$ cat src/rtl/wb_pkg.sv
// Shared definitions for the Wishbone initiator: FSM state encoding and
// default bus geometry / timeout.
package wb_pkg;

    localparam int DEF_AW      = 32;
    localparam int DEF_DW      = 32;
    localparam int DEF_TIMEOUT = 255;

    typedef enum logic [1:0] {
        ST_IDLE = 2'd0,
        ST_BUS  = 2'd1,
        ST_RESP = 2'd2
    } wb_state_e;

endpackage

$ cat src/rtl/wb_initiator.sv
// Single-outstanding Wishbone classic initiator: accepts one core request,
// runs one bus cycle (ack / err / timeout), then pulses a one-cycle response.
module wb_initiator
    import wb_pkg::*;
#(
    parameter int AW      = DEF_AW,
    parameter int DW      = DEF_DW,
    parameter int TIMEOUT = DEF_TIMEOUT
) (
    input  logic          wb_clk_i,
    input  logic          wb_rst_i,

    input  logic          req_valid_i,
    output logic          req_ready_o,
    input  logic          req_we_i,
    input  logic [AW-1:0] req_adr_i,
    input  logic [DW-1:0] req_wdata_i,
    input  logic [3:0]    req_sel_i,

    output logic          rsp_valid_o,
    output logic [DW-1:0] rsp_rdata_o,
    output logic          rsp_err_o,

    output logic          wb_cyc_o,
    output logic          wb_stb_o,
    output logic          wb_we_o,
    output logic [AW-1:0] wb_adr_o,
    output logic [DW-1:0] wb_dat_o,
    output logic [3:0]    wb_sel_o,
    input  logic [DW-1:0] wb_dat_i,
    input  logic          wb_ack_i,
    input  logic          wb_err_i
);

    // A zero TIMEOUT still needs a legal (1-bit) counter; it is simply never compared.
    localparam int CW = (TIMEOUT > 0) ? $clog2(TIMEOUT + 1) : 1;

    wb_state_e       r_state;
    logic [CW-1:0]   r_cnt;
    logic [CW-1:0]   w_cnt_inc;
    logic            w_timeout;

    assign req_ready_o = (r_state == ST_IDLE);

    // Timeout fires on the edge that would move the count onto TIMEOUT, so the
    // bus cycle lasts exactly TIMEOUT clocks; ack/err on that edge still win.
    assign w_cnt_inc = r_cnt + 1'b1;
    assign w_timeout = (TIMEOUT != 0) && (w_cnt_inc == CW'(TIMEOUT));

    always_ff @(posedge wb_clk_i or posedge wb_rst_i) begin
        if (wb_rst_i) begin
            r_state     <= ST_IDLE;
            r_cnt       <= '0;
            wb_cyc_o    <= 1'b0;
            wb_stb_o    <= 1'b0;
            wb_we_o     <= 1'b0;
            wb_adr_o    <= '0;
            wb_dat_o    <= '0;
            wb_sel_o    <= 4'h0;
            rsp_valid_o <= 1'b0;
            rsp_err_o   <= 1'b0;
            rsp_rdata_o <= '0;
        end else begin
            // NOTE: default-low keeps rsp_valid_o a single-cycle pulse; only a termination raises it.
            rsp_valid_o <= 1'b0;
            case (r_state)
                ST_IDLE: begin
                    if (req_valid_i) begin
                        wb_we_o  <= req_we_i;
                        wb_adr_o <= req_adr_i;
                        wb_dat_o <= req_wdata_i;
                        wb_sel_o <= req_sel_i;
                        wb_cyc_o <= 1'b1;
                        wb_stb_o <= 1'b1;
                        r_cnt    <= '0;
                        r_state  <= ST_BUS;
                    end
                end
                ST_BUS: begin
                    if (wb_err_i || wb_ack_i || w_timeout) begin
                        wb_cyc_o    <= 1'b0;
                        wb_stb_o    <= 1'b0;
                        rsp_valid_o <= 1'b1;
                        r_state     <= ST_RESP;
                        if (wb_err_i) begin
                            rsp_err_o <= 1'b1;
                        end else if (wb_ack_i) begin
                            rsp_err_o <= 1'b0;
                            if (!wb_we_o) begin
                                rsp_rdata_o <= wb_dat_i;
                            end
                        end else begin
                            rsp_err_o <= 1'b1;
                        end
                    end else begin
                        r_cnt <= w_cnt_inc;
                    end
                end
                ST_RESP: begin
                    r_state <= ST_IDLE;
                end
                default: begin
                    r_state <= ST_IDLE;
                end
            endcase
        end
    end

endmodule

$ cat config.mk
export PLATFORM = sky130hd
export DESIGN_NAME = wb_initiator
export DESIGN_NICKNAME = d
export VERILOG_FILES = /design/src/rtl/wb_pkg.sv /design/src/rtl/wb_initiator.sv
export SDC_FILE = /design/constraint.sdc
export NUM_CORES = 1
export LEC_CHECK = 0
export BUFFER_PORTS_ARGS = -buffer_cell sky130_fd_sc_hd__buf_2
export CAP_MARGIN = 0
export CORE_MARGIN = 2
export CORE_UTILIZATION = 52
export CTS_BUF_LIST = sky130_fd_sc_hd__clkbuf_4
export CTS_CLUSTER_SIZE = 24
export DETAILED_ROUTE_END_ITERATION = 10
export GPL_ROUTABILITY_DRIVEN = 0
export HOLD_SLACK_MARGIN = 0.15
export PLACE_DENSITY = 0.95
export SLEW_MARGIN = 15
export SYNTH_ARGS = -nofsm -noshare
export SYNTH_HDL_FRONTEND = slang
export SYNTH_SLANG_ARGS = --single-unit
$ cat constraint.sdc
create_clock -name wb_clk_i -period 9.3 [get_ports wb_clk_i]
set_input_delay 0.465 -clock wb_clk_i [delete_from_list [all_inputs] [get_ports wb_clk_i]]
set_output_delay 0.465 -clock wb_clk_i [all_outputs]
set_load 0.05 [all_outputs]
Word-level counts from Yosys, hierarchy flattened
Index checks and enable logic that the tools add are counted.
{"block": "classes", "add_sub_neg": 1, "n_eq_ne": 5, "muxes": 13, "bitwise": 2, "n_reduce_logical": 10}
{"cell": "2-to-1 mux 8 bit", "n": 2}
{"cell": "one-hot mux 8 bit (2 select lines)", "n": 1}
{"cell": "adder 8 x 1 -> 8 bit (second input constant)", "n": 1}
{"cell": "== test 8 bit (second input constant)", "n": 1}
{"cell": "2-to-1 mux 1 bit", "n": 6}
{"cell": "inequality test 2 bit (second input constant)", "n": 3}
{"cell": "AND reduction 2 bit", "n": 3}
{"cell": "AND reduction 3 bit", "n": 2}
{"cell": "AND reduction 5 bit", "n": 1}
{"cell": "2-to-1 mux 2 bit", "n": 2}
{"cell": "one-hot mux 2 bit (2 select lines)", "n": 1}
{"cell": "== test 2 x 1 -> 1 bit (second input constant)", "n": 1}
{"cell": "logical NOT 2 bit", "n": 1}
{"cell": "logical OR 1 bit", "n": 2}
{"cell": "NOT 1 bit", "n": 2}
{"cell": "one-hot mux 1 bit (2 select lines)", "n": 1}
{"cell": "nonzero test 2 bit", "n": 1}
{"block": "totals", "reg_bits": 114, "output_inout_bits": 106, "wordCells": 41}

Logic depth before layout (Yosys ltp)
{"block": "depth", "ltp_word": 5, "ltp_mapped": 7, "depth_no_buf": 7}

Worst setup path before layout
Ideal clock, no wire load.
{"block": "synth_path", "path_kind": "reg2reg", "start": "register r_state[0]", "end": "register wb_adr_o[0]", "t_arrival_ps": 2134, "path_slack_ps": 7041, "stages_incl_launch_ff": 7, "path_buffers": 3, "cell_sequence": "dfrtp_1 > buf_4 > nor2_1 > and2_1 > buf_2 > buf_2 > mux2_2"}
{"block": "synth_between", "elab_chain_len": 2}
{"element": "start: declaration", "line_no": "wb_initiator.sv:38", "text": "wb_state_e r_state;"}
{"element": "start signal: assignment", "line_no": "wb_initiator.sv:52", "text": "r_state <= ST_IDLE;"}
{"element": "start signal: assignment", "line_no": "wb_initiator.sv:76", "text": "r_state <= ST_BUS;"}
{"element": "start signal: assignment", "line_no": "wb_initiator.sv:84", "text": "r_state <= ST_RESP;"}
{"element": "logical NOT 2 bit"}
{"element": "via req_ready_o", "line_no": "wb_initiator.sv:14", "text": "output logic req_ready_o,"}
{"element": "AND reduction 2 bit (no line)"}
{"element": "end signal: assignment", "line_no": "wb_initiator.sv:70", "text": "wb_adr_o <= req_adr_i;"}
{"element": "end: declaration", "line_no": "wb_initiator.sv:27", "text": "output logic [AW-1:0] wb_adr_o,"}
The timed path passes the listed nets, and every way through them passes these cells.
A chain may end at the register's enable or synchronous reset.

Final worst setup path
{"block": "layout_path", "start": "register r_state[0]", "end": "register wb_adr_o[17]"}
{"block": "layout_between", "elab_chain_len": 2}
{"element": "logical NOT 2 bit", "line_no": "wb_initiator.sv:66", "text": "case (r_state)"}
{"element": "AND reduction 2 bit (no line)"}
No other way between the ends.

==> results.ini <==
[logic_synthesis]
yosysMostFrequentCell = dfrtp_1
yosysTopAreaCell = dfrtp_1
synth-edff-count = 0
ys_top_cells_by_count = dfrtp_1, mux2_2, mux2_4
ys_seq_area_share_pct = 60.6
ys_async_sr_fraction_pct = 100
syn-num-nets = 411
synth_area_per_cell_sq_um = 15.5
synth_warnings = 0
ys_top_cells_by_area = dfrtp_1, mux2_2, mux2_4
synth-seq-cells = 114
synthFlopType = dfrtp_1
synth_cells = 303
synth_top_area_share_pct = 60.6
synth_area_sq_um = 4700
synth_cell_type_count = 42

[setup_path]
crit_path_top_delay_cell = and2_2
cp.arrival_ns = 2.85
cp.required_ns = 9.69
critical_path_class = reg -> reg
crit_path_end_kind = register
critPathBufInv = 1
critPathTopFamily = simple AND/OR/NAND/NOR gates
max_stage_delay_ns = 0.68
worstPathCellList = nor2_1 > and2_2 > buf_4 > mux2_2
cp_max_fo = 40
start_kind = register

[sta]
clock_skew_ns = 0.0132
fin_crit_ns = 2.46
setup_viol = 0
rsz0062_at_grt = no
hold_viol = 0
max_freq_ghz = 0.406
worstMarginPinSlew_ns = 1.01
slew-limit-headroom_pct = 33.0
tns_ns = 0
period_share_pct = 26.5
maxSlewViolCount = 0

[clocking]
cts_tree = done
clock_path_buffers = 2
clk_latency_ns = 0.50
cts_buffers = 17
path_clk_slew_ns = 0.11
h-tree-depth = 4
cts_root_buf = clkbuf_4
clock_sinks = 114

[final_layout]
multi_input_area_sq_um = 1700
fillers = 532
fin_util_pct = 76.3
nNetsFinal = 691
drive_above_1_share_pct = 58.4
antenna_cells = 0
syn2layout_area_growth_pct = 42.2
ff_latch_area_sq_um = 2850

[status]
status = finished, final reports clean

[global_routing]
antenna_found_initial = 0
grt-ovfl-total = 0
grt_max_degree = 60
grtUsageTotal_pct = 22.3
grt_pass1_vias = 3507
grt_pass1_wl_mm = 17.0

[detailed_routing]
top_layer = met4
met1Wirelength_mm = 4.98
routedWlPerCell_microns = 18.3
wl_mm = 12.9
final_antenna_net_count = 0
firstDrtPassIters = 4
vias = 3621
met2_length_mm = 6.73
remaining_drc_errors = 0
drt_iter0_drc = 131
vias_per_cell = 5.16
wl_met3_microns = 921

[floorplan]
rows = 34
dieArea_sq_um = 9820
ioPinCount = 212
die_w_microns = 99.1
start_util_pct = 53.7
core_sq_um = 8760
die_h_microns = 99.1

[place]
hpwl_mm = 7.55
place.port_buffers = 211

[worst_hold_path]
min_path_type = in -> reg

[pwr]
powerDensity_nw_per_um2 = 359
peakVddDrop_mv = 0.248
totalPowerFinal_w = 0.00240
p_leak_nw = 3.37

[run]
maxCapViolCount = 0

[flip-flops by register name (all words and copies together), names as in the netlist]
signal / flops
r_cnt: 8
wb_sel_o: 4
wb_we_o: 1
wb_stb_o: 1
wb_adr_o: 32
r_state: 2
wb_dat_o: 32
rsp_rdata_o: 32
rsp_valid_o: 1
rsp_err_o: 1
[what timing repair did]
| action | in CTS | in global routing |
|---|---|---|
| endpoints found under the setup margin | 0 | 0 |
| buffers inserted | 0 | 0 |
| hold buffers | 13 | 50 |
| endpoints found under the hold margin | 70 | 50 |
| resized for setup | 0 | 0 |
[final cells by class]
cell class / instances / share of cell area (%)
Sequential cell: 114 / 42.7
Clock buffer: 17 / 1.91
Multi-Input combinational cell: 169 / 25.5
Inverter: 5 / 0.318
Timing Repair Buffer: 276 / 25.4
Tap cell: 108 / 2.02
Clock inverter: 13 / 2.17
[power by group]
group          switching (W)  internal, W
clock               0.000180     0.000179
combinational       0.000880     0.000361
sequential          0.000119     0.000684
total                0.00118      0.00122
[layout by cell type (no fill, tap or decap), types with 3 or more instances in the layout]
cell type / synthesis / routed
mux2_4: 30 / 30
a21oi_1: 5 / 5
clkbuf_4: 0 / 17
nor2_1: 4 / 4
o21ai_1: 3 / 3
bufinv_16: 0 / 3
mux2_2: 69 / 69
dfrtp_1: 114 / 114
inv_1: 5 / 4
nor3_1: 3 / 3
dlygate4sd3_1: 0 / 63
clkinv_1: 0 / 3
o21ai_0: 3 / 3
clkinv_2: 0 / 4
nand2_1: 10 / 10
buf_2: 9 / 211
[final timing paths]
check                      slack [ns]  cells after the start                   start                          end
min in group asynchronous        0.67                      3                wb_rst_i     wb_dat_o[28]$_DFFE_PP0P_
max                              6.84                      4  r_state[0]$_DFFE_PP0P_     wb_adr_o[17]$_DFFE_PP0P_
min reg2reg                      0.50                      1    r_cnt[7]$_DFFE_PP0P_         r_cnt[7]$_DFFE_PP0P_
max reg2reg                      6.84                      4  r_state[0]$_DFFE_PP0P_     wb_adr_o[17]$_DFFE_PP0P_
min                              0.20                      2            wb_dat_i[24]  rsp_rdata_o[24]$_DFFE_PP0P_
max in group asynchronous        7.43                      4                wb_rst_i     wb_adr_o[31]$_DFFE_PP0P_
[through the flow]
step | std cells | instance area, sq um | hold WS, ns | worst slack (ns)
floorplan | 303 | 4700 | 0.461 | 5.82
global placement | 609 | 5780 | 0.477 | 6.94
detailed placement | 609 | 5780 | 0.487 | 6.83
CTS | 652 | 6190 | 0.150 | 6.82
global route | 702 | 6690 | 0.136 | 6.61
finish | 702 | 6690 | 0.200 | 6.84
[logic make-up (layout without fill, tap and decap cells)]
family | after synthesis | count (layout) | share of synthesized area, %
and+or+nand+nor | 38 | 38 | 4.84
muxes | 101 | 101 | 26.6
AOI/OAI and AO/OA | 27 | 27 | 4.04
buffers and inverters | 20 | 311 | 3.19
DFF | 114 | 114 | 60.6
xor gates and xnor gates | 1 | 1 | 0.186
adders and majority gates | 2 | 2 | 0.532
[routing by layer]
layer  vias to the layer above  global-route usage (%)
met5                         -                       0
met4                         0                    6.95
met3                        20                    8.78
met2                       184                    36.9
met1                      1781                    27.3
li1                       1636                       -
No activity file was read; power rests on OpenSTA's default activity.
